### src/rtl/cpu_run_controller.sv
// cpu_run_controller: single-clock sequencer that issues one-cycle cpu_enable strobes (step or paced run), CPU reset pulse, instruction count and PC breakpoint.
// Latency: step_req/tick sampled at edge N -> cpu_enable high N..N+1; breakpoint compare N+1..N+2, BREAK visible after N+2.
// Backpressure: none; events landing in an enable cycle, a breakpoint-hit cycle or a non-accepting state are dropped. Optional macro CPU_RUN_CONTROLLER_BREAKPOINT_EN.
module cpu_run_controller #(
    parameter int RESET_CYCLES = 2,
    parameter int COUNT_WIDTH  = 16,
    parameter int PC_WIDTH     = 32
) (
    input  logic                   clock,
    input  logic                   reset_n,
    input  logic                   soft_reset,
    input  logic                   step_req,
    input  logic                   run_mode,
    input  logic                   tick,
    input  logic [PC_WIDTH-1:0]    pc,
    input  logic [PC_WIDTH-1:0]    bp_addr,
    input  logic                   bp_enable,
    input  logic                   resume,
    output logic                   cpu_enable,
    output logic                   cpu_reset,
    output logic [COUNT_WIDTH-1:0] cycle_count,
    output logic                   halted,
    output logic [1:0]             state
);

    typedef enum logic [1:0] {
        ST_INIT  = 2'b00,
        ST_IDLE  = 2'b01,
        ST_RUN   = 2'b10,
        ST_BREAK = 2'b11
    } state_t;

    // Width of the INIT dwell counter; needs to hold RESET_CYCLES-1.
    localparam int                IW        = (RESET_CYCLES > 1) ? $clog2(RESET_CYCLES) : 1;
    localparam logic [IW-1:0]     INIT_LAST = IW'(RESET_CYCLES - 1);

    state_t                 state_q;
    logic [IW-1:0]          init_cnt_q;
    logic                   cpu_reset_q;
    logic                   cpu_enable_q;
    logic                   cmp_q;        // high in the cycle right after an enable: pc is post-update
    logic [COUNT_WIDTH-1:0] count_q;
    logic                   halted_q;
    logic                   bp_hit;

`ifdef CPU_RUN_CONTROLLER_BREAKPOINT_EN
    // Breakpoint only looks at pc when it has just been advanced by an enable.
    assign bp_hit = cmp_q && bp_enable && (pc == bp_addr);
`else
    logic unused_bp;
    assign bp_hit    = 1'b0;
    assign unused_bp = ^{pc, bp_addr, bp_enable, resume, cmp_q};
`endif

    // Whole controller: state, INIT dwell, enable strobe, compare window and instruction count.
    always_ff @(posedge clock or negedge reset_n) begin
        if (!reset_n) begin
            state_q      <= ST_INIT;
            init_cnt_q   <= '0;
            cpu_reset_q  <= 1'b1;
            cpu_enable_q <= 1'b0;
            cmp_q        <= 1'b0;
            count_q      <= '0;
            halted_q     <= 1'b0;
        end else begin
            // Enable is a strobe: cleared unless re-issued below.
            cpu_enable_q <= 1'b0;
            cmp_q        <= cpu_enable_q;
            if (cpu_enable_q) begin
                count_q <= count_q + 1'b1;
            end

            if (soft_reset) begin
                // Restart beats every other event, including a pending compare.
                state_q     <= ST_INIT;
                init_cnt_q  <= '0;
                cpu_reset_q <= 1'b1;
                cmp_q       <= 1'b0;
                count_q     <= '0;
                halted_q    <= 1'b0;
            end else begin
                case (state_q)
                    ST_INIT: begin
                        if (init_cnt_q == INIT_LAST) begin
                            state_q     <= ST_IDLE;
                            cpu_reset_q <= 1'b0;
                        end else begin
                            init_cnt_q <= init_cnt_q + 1'b1;
                        end
                    end
                    ST_IDLE: begin
                        if (bp_hit) begin
                            state_q  <= ST_BREAK;
                            halted_q <= 1'b1;
                        end else begin
                            // A step in the enable cycle itself is dropped (2-cycle spacing).
                            if (step_req && !cpu_enable_q) begin
                                cpu_enable_q <= 1'b1;
                            end
                            if (run_mode) begin
                                state_q <= ST_RUN;
                            end
                        end
                    end
                    ST_RUN: begin
                        if (bp_hit) begin
                            state_q  <= ST_BREAK;
                            halted_q <= 1'b1;
                        end else if (!run_mode) begin
                            state_q <= ST_IDLE;
                        end else if (tick && !cpu_enable_q) begin
                            cpu_enable_q <= 1'b1;
                        end
                    end
                    ST_BREAK: begin
`ifdef CPU_RUN_CONTROLLER_BREAKPOINT_EN
                        if (resume) begin
                            state_q  <= run_mode ? ST_RUN : ST_IDLE;
                            halted_q <= 1'b0;
                        end
`else
                        // Unreachable without the breakpoint feature; recover to IDLE.
                        state_q  <= ST_IDLE;
                        halted_q <= 1'b0;
`endif
                    end
                endcase
            end
        end
    end

    assign cpu_enable  = cpu_enable_q;
    assign cpu_reset   = cpu_reset_q;
    assign cycle_count = count_q;
    assign state       = state_q;
`ifdef CPU_RUN_CONTROLLER_BREAKPOINT_EN
    assign halted      = halted_q;
`else
    assign halted      = 1'b0;
    logic unused_halt;
    assign unused_halt = halted_q;
`endif

endmodule

### config.mk
export PLATFORM = sky130hd
export DESIGN_NAME = cpu_run_controller
export DESIGN_NICKNAME = d
export VERILOG_FILES = /design/src/rtl/cpu_run_controller.sv
export SDC_FILE = /design/constraint.sdc
export NUM_CORES = 1
export LEC_CHECK = 0
export ABC_AREA = 1
export CORE_ASPECT_RATIO = 2
export CORE_MARGIN = 2
export CORE_UTILIZATION = 34
export CTS_BUF_LIST = sky130_fd_sc_hd__clkbuf_4 sky130_fd_sc_hd__clkbuf_8
export CTS_CLUSTER_DIAMETER = 100
export DETAILED_ROUTE_END_ITERATION = 8
export PLACE_DENSITY = 0.83
export SYNTH_ARGS = -nofsm -noshare
export SYNTH_HDL_FRONTEND = slang
export SYNTH_SLANG_ARGS = --single-unit
### constraint.sdc
create_clock -name clock -period 1.35 [get_ports clock]
set_input_delay 0.135 -clock clock [delete_from_list [all_inputs] [get_ports clock]]
set_output_delay 0.135 -clock clock [all_outputs]
set_load 0.01 [all_outputs]
# Word level (Yosys, flattened, before mapping)
# Index checks and enable logic that the tools add are counted.
# W data, S select, Z words.
dict set report op_classes {
  addsub 2
  mul 0
  n_div 0
  n_lt_le_gt_ge 0
  eq_ne 6
  shifts 0
  muxes 18
  bitwise_logic 0
  reduce_logical 9
}
# op count
set op_table {}
lappend op_table {{$mux W16} 2}
lappend op_table {{$add A16 B1 Y16 const B} 1}
lappend op_table {{$mux W1} 10}
lappend op_table {{$ne A3 B3 Y1 const B} 3}
lappend op_table {{$mux W2} 4}
lappend op_table {{$pmux W2 S4} 1}
lappend op_table {{$reduce_bool A2 Y1} 3}
lappend op_table {{$eq A2 B2 Y1 const B} 2}
lappend op_table {{$reduce_and A3 Y1} 1}
lappend op_table {{$eq A2 B1 Y1 const B} 1}
lappend op_table {{$logic_and A1 B1 Y1} 2}
lappend op_table {{$logic_not A2 Y1} 1}
lappend op_table {{$pmux W1 S2} 1}
lappend op_table {{$reduce_and A2 Y1} 1}
lappend op_table {{$add A1 B1 Y1 const B} 1}
lappend op_table {{$logic_not A1 Y1} 1}
dict set report totals {
  register_bits 21
  latch_bits 0
  mem_bits_rw 0
  romBits 0
  inputBits 72
  mem_count 0
}

# Depth between registers and ports, before layout
dict set report depth {
  depth_word 6
  depth_mapped 8
}

# Worst setup path after synthesis
# OpenSTA, ideal clock, no wires.
dict set report synth_path {
  kind {register to register}
  from {reg count_q[0] (netlist: cycle_count[0])}
  to {reg count_q[10] (netlist: cycle_count[10])}
  setup_time_ns 0.123
  t_arrival_ns 1.164
  required_ns 1.227
  slack_ns 0.063
  stages_incl_launch_ff 7
  path_buffers 0
  synth_period_minus_slack_ns 1.287
  path_cell_list {dfrtp_1 ha_1 nand2_1 nor2_4 nand2_1 nor3b_1 nor2_1}
}
dict set report synth_between {
  elab_chain_len 3
}
# item line_no
set synth_lines {}
lappend synth_lines {{start, declared} 42} ;# logic [COUNT_WIDTH-1:0] count_q;
lappend synth_lines {{start signal, assigned} 70} ;# count_q <= count_q + 1'b1;
lappend synth_lines {{$add A16 B1 Y16} 70}
lappend synth_lines {{$mux W16} 69} ;# if (cpu_enable_q) begin
lappend synth_lines {{$mux W16} 73} ;# if (soft_reset) begin
# No other way between the ends. The select of a mux whose other input is x is not followed.
# A chain may end at the register's enable or synchronous reset.

# Worst setup path after layout
dict set report layout_path {
  from {reg count_q[6] (netlist: cycle_count[6])}
  to {out cycle_count[6]}
}
# item line_no
set layout_lines {}
lappend layout_lines {{end, declared} 21} ;# output logic [COUNT_WIDTH-1:0] cycle_count,
# No word-level cell between the ends.

==> results.cfg <==
[pwr]
power_leakage_nw = 0.9161
power_mw = 1.584
power_density_nw_per_um2 = 934.4
ir_worst_vdd_mv = 0.7547

[cells_and_area]
mostFrequentLayoutCell = nand2_1
final_util = 0.5019
area_growth_pct = 40.41
most-common-layout-cells = nand2_1, nor2_1, dfrtp_1
n_fill_cell = 323
antennaDiodeCount = 0
nets = 278
drive_gt1_frac = 0.2239

[grt]
grt_overflow_total = 0
grt_antenna_before_repair = 0
grt_max_degree = 22
grt_pass1_wl_um = 4747
grtUsageTotal = 0.1612
grt_pass1_vias = 1169

[critical_path]
crit_slowest_cell = clkdlybuf4s50_1
path_buf_inv = 1
cp_num_cells = 1
cp.required_ps = 1220
critPathMaxStageDelay_ps = 540
crit_type = reg -> out
cp_data_arrival_time_ps = 1180
crit_chain = clkdlybuf4s50_1
crit_fanout = 2
critPathCaptureType = output port
cp-start-kind = flop
reg2reg_slack_ps = 100
reg2reg_depth = 7
critPathTopFamily = buffers and inverters

[synth]
synth_compound_area_frac = 0.07565
synth-adder-area-share = 0.04145
ys_types = 29
yosys.area.top_type = dfrtp_1
yosys_warnings = 0
synth_top_family_by_area = simple AND/OR/NAND/NOR gates
syn-num-nets = 233
synth_area_leaders = dfrtp_1, nand2_1, nor2_1
yosysSeqAreaShare = 0.4363
netlist_area_um2 = 1207
yosys_register_bits = 21
synthMuxAreaShare = 0
synth_cells = 157
avgSynthCellArea_um2 = 7.690
synthSimpleGateAreaFrac = 0.3544
synth-xor-area-share = 0.007254
synth_top_area_share = 0.4145

[routing]
vias_per_cell = 5.047
ant_nets = 0
vias = 1176
routedWlPerCell_um = 12.17
drtIter0Drc = 17
dr.pass1.iters = 4
drc = 0
wirelength_um = 2835

[timing]
fin_crit_ps = 1318
fin_crit_sh = 0.9762
clock_skew_ps = 4.615
finalMaxSlewViolations = 0
fmax_ghz = 0.7588
setup_tns_ps = 0
finalSetupViolations = 0
hold_viol_final = 0

[die]
start_util = 0.3574
dieArea_um2 = 4073
std_cell_rows = 30
die_w_um = 46.14
io_pins = 93
coreArea_um2 = 3378
die_h_um = 88.28

[run_status]
status = finished, final reports clean

[clocking]
path_clk_slew_ps = 80
numCtsBuffers = 3
clock_tree.root_cell = clkbuf_8
cts.sinks = 21
cts_tree = built
ctsLongestPathBuffers = 2
clk_latency_ps = 270
cts_max_level = 1
postCtsHoldBufs = 0

[place]
place_congestion = 0.8461
port_buffers = 25
dp_hpwl_um = 2052

[job]
cap_viol_max_count = 0

[worst_hold_path]
min_path_type = in -> async
final cells by class:
| cell class | instances | area [µm²] | share of cell area |
|---|---|---|---|
| repair buffers | 43 | 391.6 | 0.2310 |
| clock buffers | 3 | 41.29 | 0.02435 |
| flip-flops and latches | 21 | 528.0 | 0.3114 |
| clock inverters | 1 | 5.005 | 0.002952 |
| well taps | 32 | 40.04 | 0.02362 |
| multi-input cells | 113 | 614.3 | 0.3624 |
| inverters | 20 | 75.07 | 0.04428 |
final timing paths:
kind                           startpoint              end
hold reg to reg                 cpu_reset        cpu_reset
setup / recovery           cycle_count[6]   cycle_count[6]
hold / removal                    reset_n  cycle_count[14]
min in group clock               step_req       cpu_enable
setup reg to reg           cycle_count[0]   cycle_count[8]
max in group asynchronous         reset_n        cpu_reset
power by group:
group,switching [mW],internal (mW)
combinational,0.234,0.184
sequential,0.0499,0.690
clock,0.219,0.206
what timing repair did:
action | 4_1_cts | 5_1_grt
setup buffers | 10 | 0
pin swaps | 0 | 1
gates cloned | 0 | 0
setup endpoints to repair | 16 | 13
gates resized for setup | 8 | 15
kinds of logic after synthesis:
| group | Yosys count |
|---|---|
| simple gates | 90 |
| compound gates | 17 |
| xor+xnor | 1 |
| buf+inv | 23 |
| fa+ha+maj | 4 |
| other cells | 1 |
| flops | 21 |
flip-flops by register name, indices dropped and copies added, names as in the netlist:
name	count
cycle_count	16
state	2
cpu_enable	1
cpu_reset	1
init_cnt_q	1
synthesized netlist by cell type, drive strengths merged:
cell type	count
conb	1
nor4	1
a21oi	11
o31ai	1
nand2	39
dfrtp	20
o21ai	5
nand3b	1
nor3b	2
buf	3
nor3	3
inv	20
dfstp	1
and2	1
nand3	10
xnor2	1
ha	4
nand4	1
nor2	32
stage by stage:
step	cells	setup slack [ps]	area, µm²	hold slack, ps
finish	233	32.10	1695	205.3
global route	233	-19.64	1695	229.1
detailed placement	219	-117.5	1534	458.0
floorplan	157	63.18	1207	-160.6
global placement	219	-92.91	1534	457.4
CTS	233	3.951	1648	220.0
metal layers:
layer  part of all wire  global-route usage  vias to the layer above
li1                   -                   -                      583
met1               0.38              0.1534                      554
met2               0.56              0.3043                       28
met3              0.016             0.01837                       11
met4              0.043             0.09351                        0
met5                  0                   0                        -
Note: power is estimated with default switching activity, not from simulation.
